===== src/rtl/stitch_egress_pkg.sv =====
// Shared definitions for the stitched-pipeline egress buffer.
//   cnt_width : width of occupancy / in-flight counters for a given depth
//   ptr_width : width of FIFO read/write pointers for a given depth
//   ERR_*_BIT : bit positions of the sticky error flags in the packed
//               error vector held by the top level
package stitch_egress_pkg;

  localparam int unsigned ERR_OVERFLOW_BIT  = 0;
  localparam int unsigned ERR_UNDERFLOW_BIT = 1;
  localparam int unsigned ERR_PROTOCOL_BIT  = 2;
  localparam int unsigned ERR_W             = 3;

  function automatic int unsigned cnt_width(input int unsigned depth);
    return $clog2(depth + 1);
  endfunction

  function automatic int unsigned ptr_width(input int unsigned depth);
    return (depth > 1) ? $clog2(depth) : 1;
  endfunction

endpackage


===== src/rtl/stitch_egress_fifo.sv =====
// Small synchronous FIFO used to capture pipeline output beats.
// The caller guarantees push is only asserted when there is room
// (not full, or a pop on the same edge) and pop only when not empty.
// Ports:
//   clk, rst_n      : clock, asynchronous active-low reset
//   push, push_data : write one word
//   pop             : retire the head word
//   rd_data         : head-of-FIFO word (storage at read pointer)
//   occupancy       : entries held
//   full, empty     : occupancy == DEPTH / occupancy == 0
module stitch_egress_fifo
  import stitch_egress_pkg::*;
#(
  parameter int unsigned DATA_WIDTH = 32,
  parameter int unsigned DEPTH      = 4,
  parameter int unsigned CNT_W      = cnt_width(DEPTH)
) (
  input  logic                  clk,
  input  logic                  rst_n,
  input  logic                  push,
  input  logic [DATA_WIDTH-1:0] push_data,
  input  logic                  pop,
  output logic [DATA_WIDTH-1:0] rd_data,
  output logic [CNT_W-1:0]      occupancy,
  output logic                  full,
  output logic                  empty
);

  localparam int unsigned      PTR_W    = ptr_width(DEPTH);
  localparam logic [PTR_W-1:0] PTR_LAST = PTR_W'(DEPTH - 1);
  localparam logic [CNT_W-1:0] CNT_FULL = CNT_W'(DEPTH);

  logic [DATA_WIDTH-1:0] mem [DEPTH];
  logic [PTR_W-1:0]      wr_ptr;
  logic [PTR_W-1:0]      rd_ptr;
  logic [CNT_W-1:0]      count;

  // Explicit wrap compare so non-power-of-2 depths work.
  function automatic logic [PTR_W-1:0] ptr_inc(input logic [PTR_W-1:0] p);
    return (p == PTR_LAST) ? '0 : p + 1'b1;
  endfunction

  always_ff @(posedge clk) begin
    if (push) begin
      mem[wr_ptr] <= push_data;
    end
  end

  always_ff @(posedge clk or negedge rst_n) begin
    if (!rst_n) begin
      wr_ptr <= '0;
      rd_ptr <= '0;
      count  <= '0;
    end else begin
      if (push) begin
        wr_ptr <= ptr_inc(wr_ptr);
      end
      if (pop) begin
        rd_ptr <= ptr_inc(rd_ptr);
      end
      if (push && !pop) begin
        count <= count + 1'b1;
      end else if (pop && !push) begin
        count <= count - 1'b1;
      end
    end
  end

  assign rd_data   = mem[rd_ptr];
  assign occupancy = count;
  assign full      = (count == CNT_FULL);
  assign empty     = (count == '0);

endmodule


===== src/rtl/stitch_pipeline_egress_buffer.sv =====
// Receive-side companion to a fixed-latency, valid-only pipeline that
// cannot stall. Upstream issue is gated by credits (free FIFO slots minus
// beats already in flight) so every returning beat has a slot; returned
// beats are presented downstream as a ready/valid stream.
// Ports:
//   clk, rst_n              : clock, asynchronous active-low reset
//   issue_ready             : upstream may raise pipeline in_valid
//   issue_valid             : copy of pipeline in_valid
//   pipe_valid, pipe_data   : pipeline final-stage valid / data
//   out_valid, out_ready    : downstream handshake
//   out_data                : head-of-FIFO word
//   occupancy, inflight     : FIFO entries / beats issued not yet returned
//   err_overflow            : sticky, beat returned to a full FIFO with no pop
//   err_underflow           : sticky, beat returned with nothing in flight
//   err_protocol            : sticky, issue while issue_ready low
module stitch_pipeline_egress_buffer
  import stitch_egress_pkg::*;
#(
  parameter int unsigned DATA_WIDTH   = 32,
  parameter int unsigned DEPTH        = 4,
  parameter int unsigned PIPE_LATENCY = 3,
  parameter int unsigned CNT_W        = cnt_width(DEPTH)
) (
  input  logic                  clk,
  input  logic                  rst_n,
  output logic                  issue_ready,
  input  logic                  issue_valid,
  input  logic                  pipe_valid,
  input  logic [DATA_WIDTH-1:0] pipe_data,
  output logic                  out_valid,
  input  logic                  out_ready,
  output logic [DATA_WIDTH-1:0] out_data,
  output logic [CNT_W-1:0]      occupancy,
  output logic [CNT_W-1:0]      inflight,
  output logic                  err_overflow,
  output logic                  err_underflow,
  output logic                  err_protocol
);

  localparam logic [CNT_W:0]   DEPTH_EXT    = (CNT_W + 1)'(DEPTH);
  localparam logic [CNT_W-1:0] INFLIGHT_MAX = '1;

  logic             push;
  logic             pop;
  logic             full;
  logic             empty;
  logic [CNT_W-1:0] occ;
  logic [CNT_W-1:0] inflight_q;
  logic [CNT_W-1:0] inflight_d;
  logic [ERR_W-1:0] err_q;
  logic [ERR_W-1:0] err_d;
  logic [CNT_W:0]   committed;

  // Credits are DEPTH - occ - inflight; compare the sum against DEPTH in a
  // widened domain so protocol violations (sum > DEPTH) cannot wrap the
  // credit count back to nonzero.
  assign committed   = {1'b0, occ} + {1'b0, inflight_q};
  assign issue_ready = (committed < DEPTH_EXT);

  assign out_valid = !empty;
  assign pop       = out_valid && out_ready;
  assign push      = pipe_valid && (!full || pop);

  stitch_egress_fifo #(
    .DATA_WIDTH (DATA_WIDTH),
    .DEPTH      (DEPTH),
    .CNT_W      (CNT_W)
  ) u_fifo (
    .clk       (clk),
    .rst_n     (rst_n),
    .push      (push),
    .push_data (pipe_data),
    .pop       (pop),
    .rd_data   (out_data),
    .occupancy (occ),
    .full      (full),
    .empty     (empty)
  );

  always_comb begin
    inflight_d = inflight_q;
    if (issue_valid && !pipe_valid) begin
      if (inflight_q != INFLIGHT_MAX) begin
        inflight_d = inflight_q + 1'b1;
      end
    end else if (pipe_valid && !issue_valid) begin
      if (inflight_q != '0) begin
        inflight_d = inflight_q - 1'b1;
      end
    end
  end

  always_comb begin
    err_d = err_q;
    if (pipe_valid && full && !pop) begin
      err_d[ERR_OVERFLOW_BIT] = 1'b1;
    end
    if (pipe_valid && (inflight_q == '0)) begin
      err_d[ERR_UNDERFLOW_BIT] = 1'b1;
    end
    if (issue_valid && !issue_ready) begin
      err_d[ERR_PROTOCOL_BIT] = 1'b1;
    end
  end

  always_ff @(posedge clk or negedge rst_n) begin
    if (!rst_n) begin
      inflight_q <= '0;
      err_q      <= '0;
    end else begin
      inflight_q <= inflight_d;
      err_q      <= err_d;
    end
  end

  assign occupancy     = occ;
  assign inflight      = inflight_q;
  assign err_overflow  = err_q[ERR_OVERFLOW_BIT];
  assign err_underflow = err_q[ERR_UNDERFLOW_BIT];
  assign err_protocol  = err_q[ERR_PROTOCOL_BIT];

  // A legitimately returning beat was issued exactly PIPE_LATENCY edges ago.
  a_fixed_latency: assert property (
    @(posedge clk) disable iff (!rst_n)
    (pipe_valid && (inflight_q != '0)) |-> $past(issue_valid, PIPE_LATENCY)
  );

endmodule


===== config.mk =====
export PLATFORM = sky130hd
export DESIGN_NAME = stitch_pipeline_egress_buffer
export DESIGN_NICKNAME = d
export VERILOG_FILES = /design/src/rtl/stitch_egress_pkg.sv /design/src/rtl/stitch_egress_fifo.sv /design/src/rtl/stitch_pipeline_egress_buffer.sv
export SDC_FILE = /design/constraint.sdc
export NUM_CORES = 1
export LEC_CHECK = 0
export BUFFER_PORTS_ARGS = -buffer_cell sky130_fd_sc_hd__buf_2
export CAP_MARGIN = 0
export CORE_MARGIN = 8
export CORE_UTILIZATION = 56
export DETAILED_ROUTE_END_ITERATION = 8
export HOLD_SLACK_MARGIN = 0.15
export PLACE_DENSITY = 0.83
export SETUP_SLACK_MARGIN = 0.2
export SLEW_MARGIN = 40
export SYNTH_ARGS = -nofsm -noshare
export SYNTH_HDL_FRONTEND = slang
export SYNTH_SLANG_ARGS = --single-unit

===== constraint.sdc =====
create_clock -name clk -period 2.7 [get_ports clk]
set_input_delay 0.405 -clock clk [delete_from_list [all_inputs] [get_ports clk]]
set_output_delay 0.405 -clock clk [all_outputs]
set_load 0.01 [all_outputs]

==> run_results.csv <==
group,metric,value,unit
placement,gp_congestion,0.730,
floorplanning,die_y,115,um
pwr,cellLeakagePower,2.56,nW
sta,min_period_over_period,0.863,
floorplanning,die_width,115,um
cells_and_area,nFillCells,602,
sta,slew_headroom,0.685,
synth,ys_seq_area_frac,0.761,
cells_and_area,drive_gt1_frac,0.399,
synth,yosys_most_used_dff,"edfxtp_1",
floorplanning,io_pins,80,
cts,cts_sinks,141,
sta,hold-worst-slack,0.254,ns
setup_path,critPathKind,"flop to primary output",
cts,clkTransAtPathRegs,0.06,ns
sta,finalCriticalPeriod,2.33,ns
synth,syn_area,5480,um2
setup_path,max_stage_delay,0.46,ns
job,cap_violations,0,
sta,setup_viol,0,
cts,clock_path_buffers,2,
setup_path,worst-path-max-fanout,6,
sta,drv_slew,0,
detailed_routing,firstDrtPassIters,5,
sta,fin_skew,0.00792,ns
detailed_routing,num_vias,2778,
setup_path,rrSetupSlack,0.61,ns
synth,synth.distinct_cells,36,
cells_and_area,area_growth,28.2,%
sta,finalSetupTns,0,ns
pwr,power_density,1090,nW/um2
detailed_routing,drt-total-wl,10.1,mm
detailed_routing,route.detailed.drc,0,
detailed_routing,drt_iter0_drc,170,
setup_path,cp_slowest_cell,"dfrtp_1",
synth,synthCells,246,
pwr,peakVddDrop,501,uV
synth,synth_largest_area_cell,"edfxtp_1",
cts,cts_tree,"yes",
floorplanning,start_util,0.569,
sta,worst_pin_slew,0.472,ns
sta,fmax,0.429,GHz
synth,async_flop_share,0.0922,
global_route,overflow,0,
sta,hold_viol,0,
cts,clockRootBuffer,"clkbuf_8",
synth,synth_area_leaders,"edfxtp_1 (70%), mux4_2 (12%), dfrtp_1 (5.9%), ha_1 (2.1%), mux4_1 (1.9%)",
detailed_routing,ant_nets,0,
synth,yosysTopAreaCellShare,0.701,
global_route,grt_first_pass_wirelength,15.8,mm
global_route,grt_max_degree,35,
synth,avgSynthCellArea,22.3,um2
setup_path,cp.required,2.30,ns
global_route,gr-usage-all-layers,0.163,
setup_path,cp-end-kind,"primary output",
detailed_routing,via_per_inst,5.30,
synth,ys_warn_count,0,
setup_path,arrival,1.92,ns
synth,synth-edff-count,128,
cells_and_area,diodes,0,
setup_path,cp-start-kind,"flop",
pwr,power,7.65,mW
cts,clock_latency,0.52,ns
setup_path,path_cells,"ha_1, and3_1, nor4_1, buf_2",
placement,io_buffers,79,
synth,syn_nets,294,
outcome,status,"finished, final reports clean",
worst_hold_path,hold_class,"primary input to flop",
synth,synth_seq_cells,141,
floorplanning,dieArea,13200,um2
sta,rsz0062_at_grt,"no",
cts,h-tree-depth,4,
cells_and_area,layout.nets,426,
global_route,grt_pass1_vias,3058,
floorplanning,rows,36,
detailed_routing,wl_per_cell,19.3,um
floorplanning,core,9640,um2
placement,dp_hpwl,6.24,mm
global_route,antenna_found_initial,0,
cts,cts_buffers,17,
==> worst paths after layout <==
kind	start	end	depth (start not counted)
max in group asynchronous	rst_n	u_fifo.rd_ptr[0]$_DFFE_PN0N_	2
min reg2reg	err_q[0]$_DFFE_PN0P_	err_q[0]$_DFFE_PN0P_	1
min	out_ready	err_q[0]$_DFFE_PN0P_	3
min in group asynchronous	rst_n	err_q[2]$_DFFE_PN0P_	2
max reg2reg	u_fifo.occupancy[0]$_DFFE_PN0P_	u_fifo.occupancy[2]$_DFFE_PN0P_	8
max	u_fifo.occupancy[1]$_DFFE_PN0P_	issue_ready	4
==> where the power goes <==
group | switching [mW] | internal [mW]
Sequential | 0.204 | 2.88
Combinational | 1.15 | 1.11
Clock | 0.825 | 1.48
==> worst max-delay path: cells and delay by family, from the launching register on <==
kind | cells | cell delay [ns]
adders and majority gates | 1 | 0.32
buffers and inverters | 1 | 0.20
DFF | 1 | 0.46
and+or+nand+nor | 2 | 0.43
==> cell usage after synthesis (2+ instances only) <==
cell type / instances
o21ai_0: 8
buf_2: 4
buf_12: 3
nand3_1: 2
nor3_1: 2
mux4_2: 28
inv_1: 7
a21o_1: 2
nor4_1: 2
nor2b_1: 2
fa_1: 2
dfrtp_1: 13
nor2_1: 3
edfxtp_1: 128
ha_1: 9
and2_1: 4
xor2_1: 2
and3_1: 2
nand2_1: 3
mux4_1: 4
==> placed cells by master (no fill, tap or decap), drive strengths merged <==
master | synthesis | final
o31a | 1 | 1
nor3b | 1 | 1
bufinv | 0 | 3
mux2 | 2 | 2
or3 | 1 | 1
o21ai | 8 | 8
o21a | 1 | 1
xor2 | 2 | 2
nand2 | 4 | 4
nor3 | 2 | 2
dlygate4sd3 | 0 | 35
a31o | 1 | 1
ha | 9 | 9
fa | 2 | 2
nor2b | 2 | 2
clkbuf | 1 | 22
edfxtp | 128 | 128
clkinvlp | 0 | 3
o21bai | 1 | 1
nand3 | 2 | 2
nor4 | 2 | 2
mux4 | 32 | 32
a21oi | 1 | 1
inv | 7 | 8
dfrtp | 13 | 13
nor4b | 2 | 2
a21o | 2 | 2
and2 | 4 | 4
nor2 | 4 | 4
clkinv | 0 | 3
xnor2 | 1 | 1
and3 | 2 | 2
buf | 8 | 87
==> registers in the layout, summed over array words and instances, names as in the netlist <==
signal,cells
u_fifo.occupancy,3
u_fifo.mem,128
err_q,3
u_fifo.wr_ptr,2
inflight,3
u_fifo.rd_ptr,2
==> per-stage QoR <==
stage | instances | setup slack, ns | utilization | instance area [um2]
3_3_place_gp | 455 | 0.591 | 0.629 | 6060
3_5_place_dp | 455 | 0.604 | 0.629 | 6060
5_1_grt | 524 | 0.229 | 0.729 | 7030
4_1_cts | 524 | 0.349 | 0.729 | 7030
6_report | 524 | 0.371 | 0.729 | 7030
2_1_floorplan | 246 | 0.641 | - | 5480
==> what timing repair did <==
action | in CTS | in global routing
buffers inserted | 2 | 0
hold endpoints to repair | 143 | 0
setup endpoints to repair | 20 | 0
hold buffers | 35 | 0
gates resized for setup | 1 | 0
==> cell type report <==
cell class | count | area, um2 | share of cell area
sequential | 141 | 4170 | 0.594
multi-input combinational | 89 | 1190 | 0.170
timing repair buffer | 122 | 868 | 0.124
clock buffer | 22 | 463 | 0.0659
tap | 133 | 166 | 0.0237
clock inverter | 10 | 136 | 0.0194
inverter | 7 | 26.3 | 0.00374
==> per-layer routing <==
metal | part of all wire | vias to the layer above | global-route usage
li1 | - | 1278 | -
met1 | 0.41 | 1405 | 0.182
met2 | 0.53 | 83 | 0.283
met3 | 0.056 | 12 | 0.0557
met4 | 0.011 | 0 | 0.0648
met5 | 0 | - | 0
==> cell families after synthesis <==
family                     share of synthesized area
and+or+nand+nor                               0.0292
xor gates and xnor gates                     0.00480
adders and majority gates                     0.0279
muxes                                          0.138
AOI/OAI and AO/OA                             0.0169
DFF                                            0.761
buffers and inverters                         0.0221
Power figures use the tool's default switching activity.
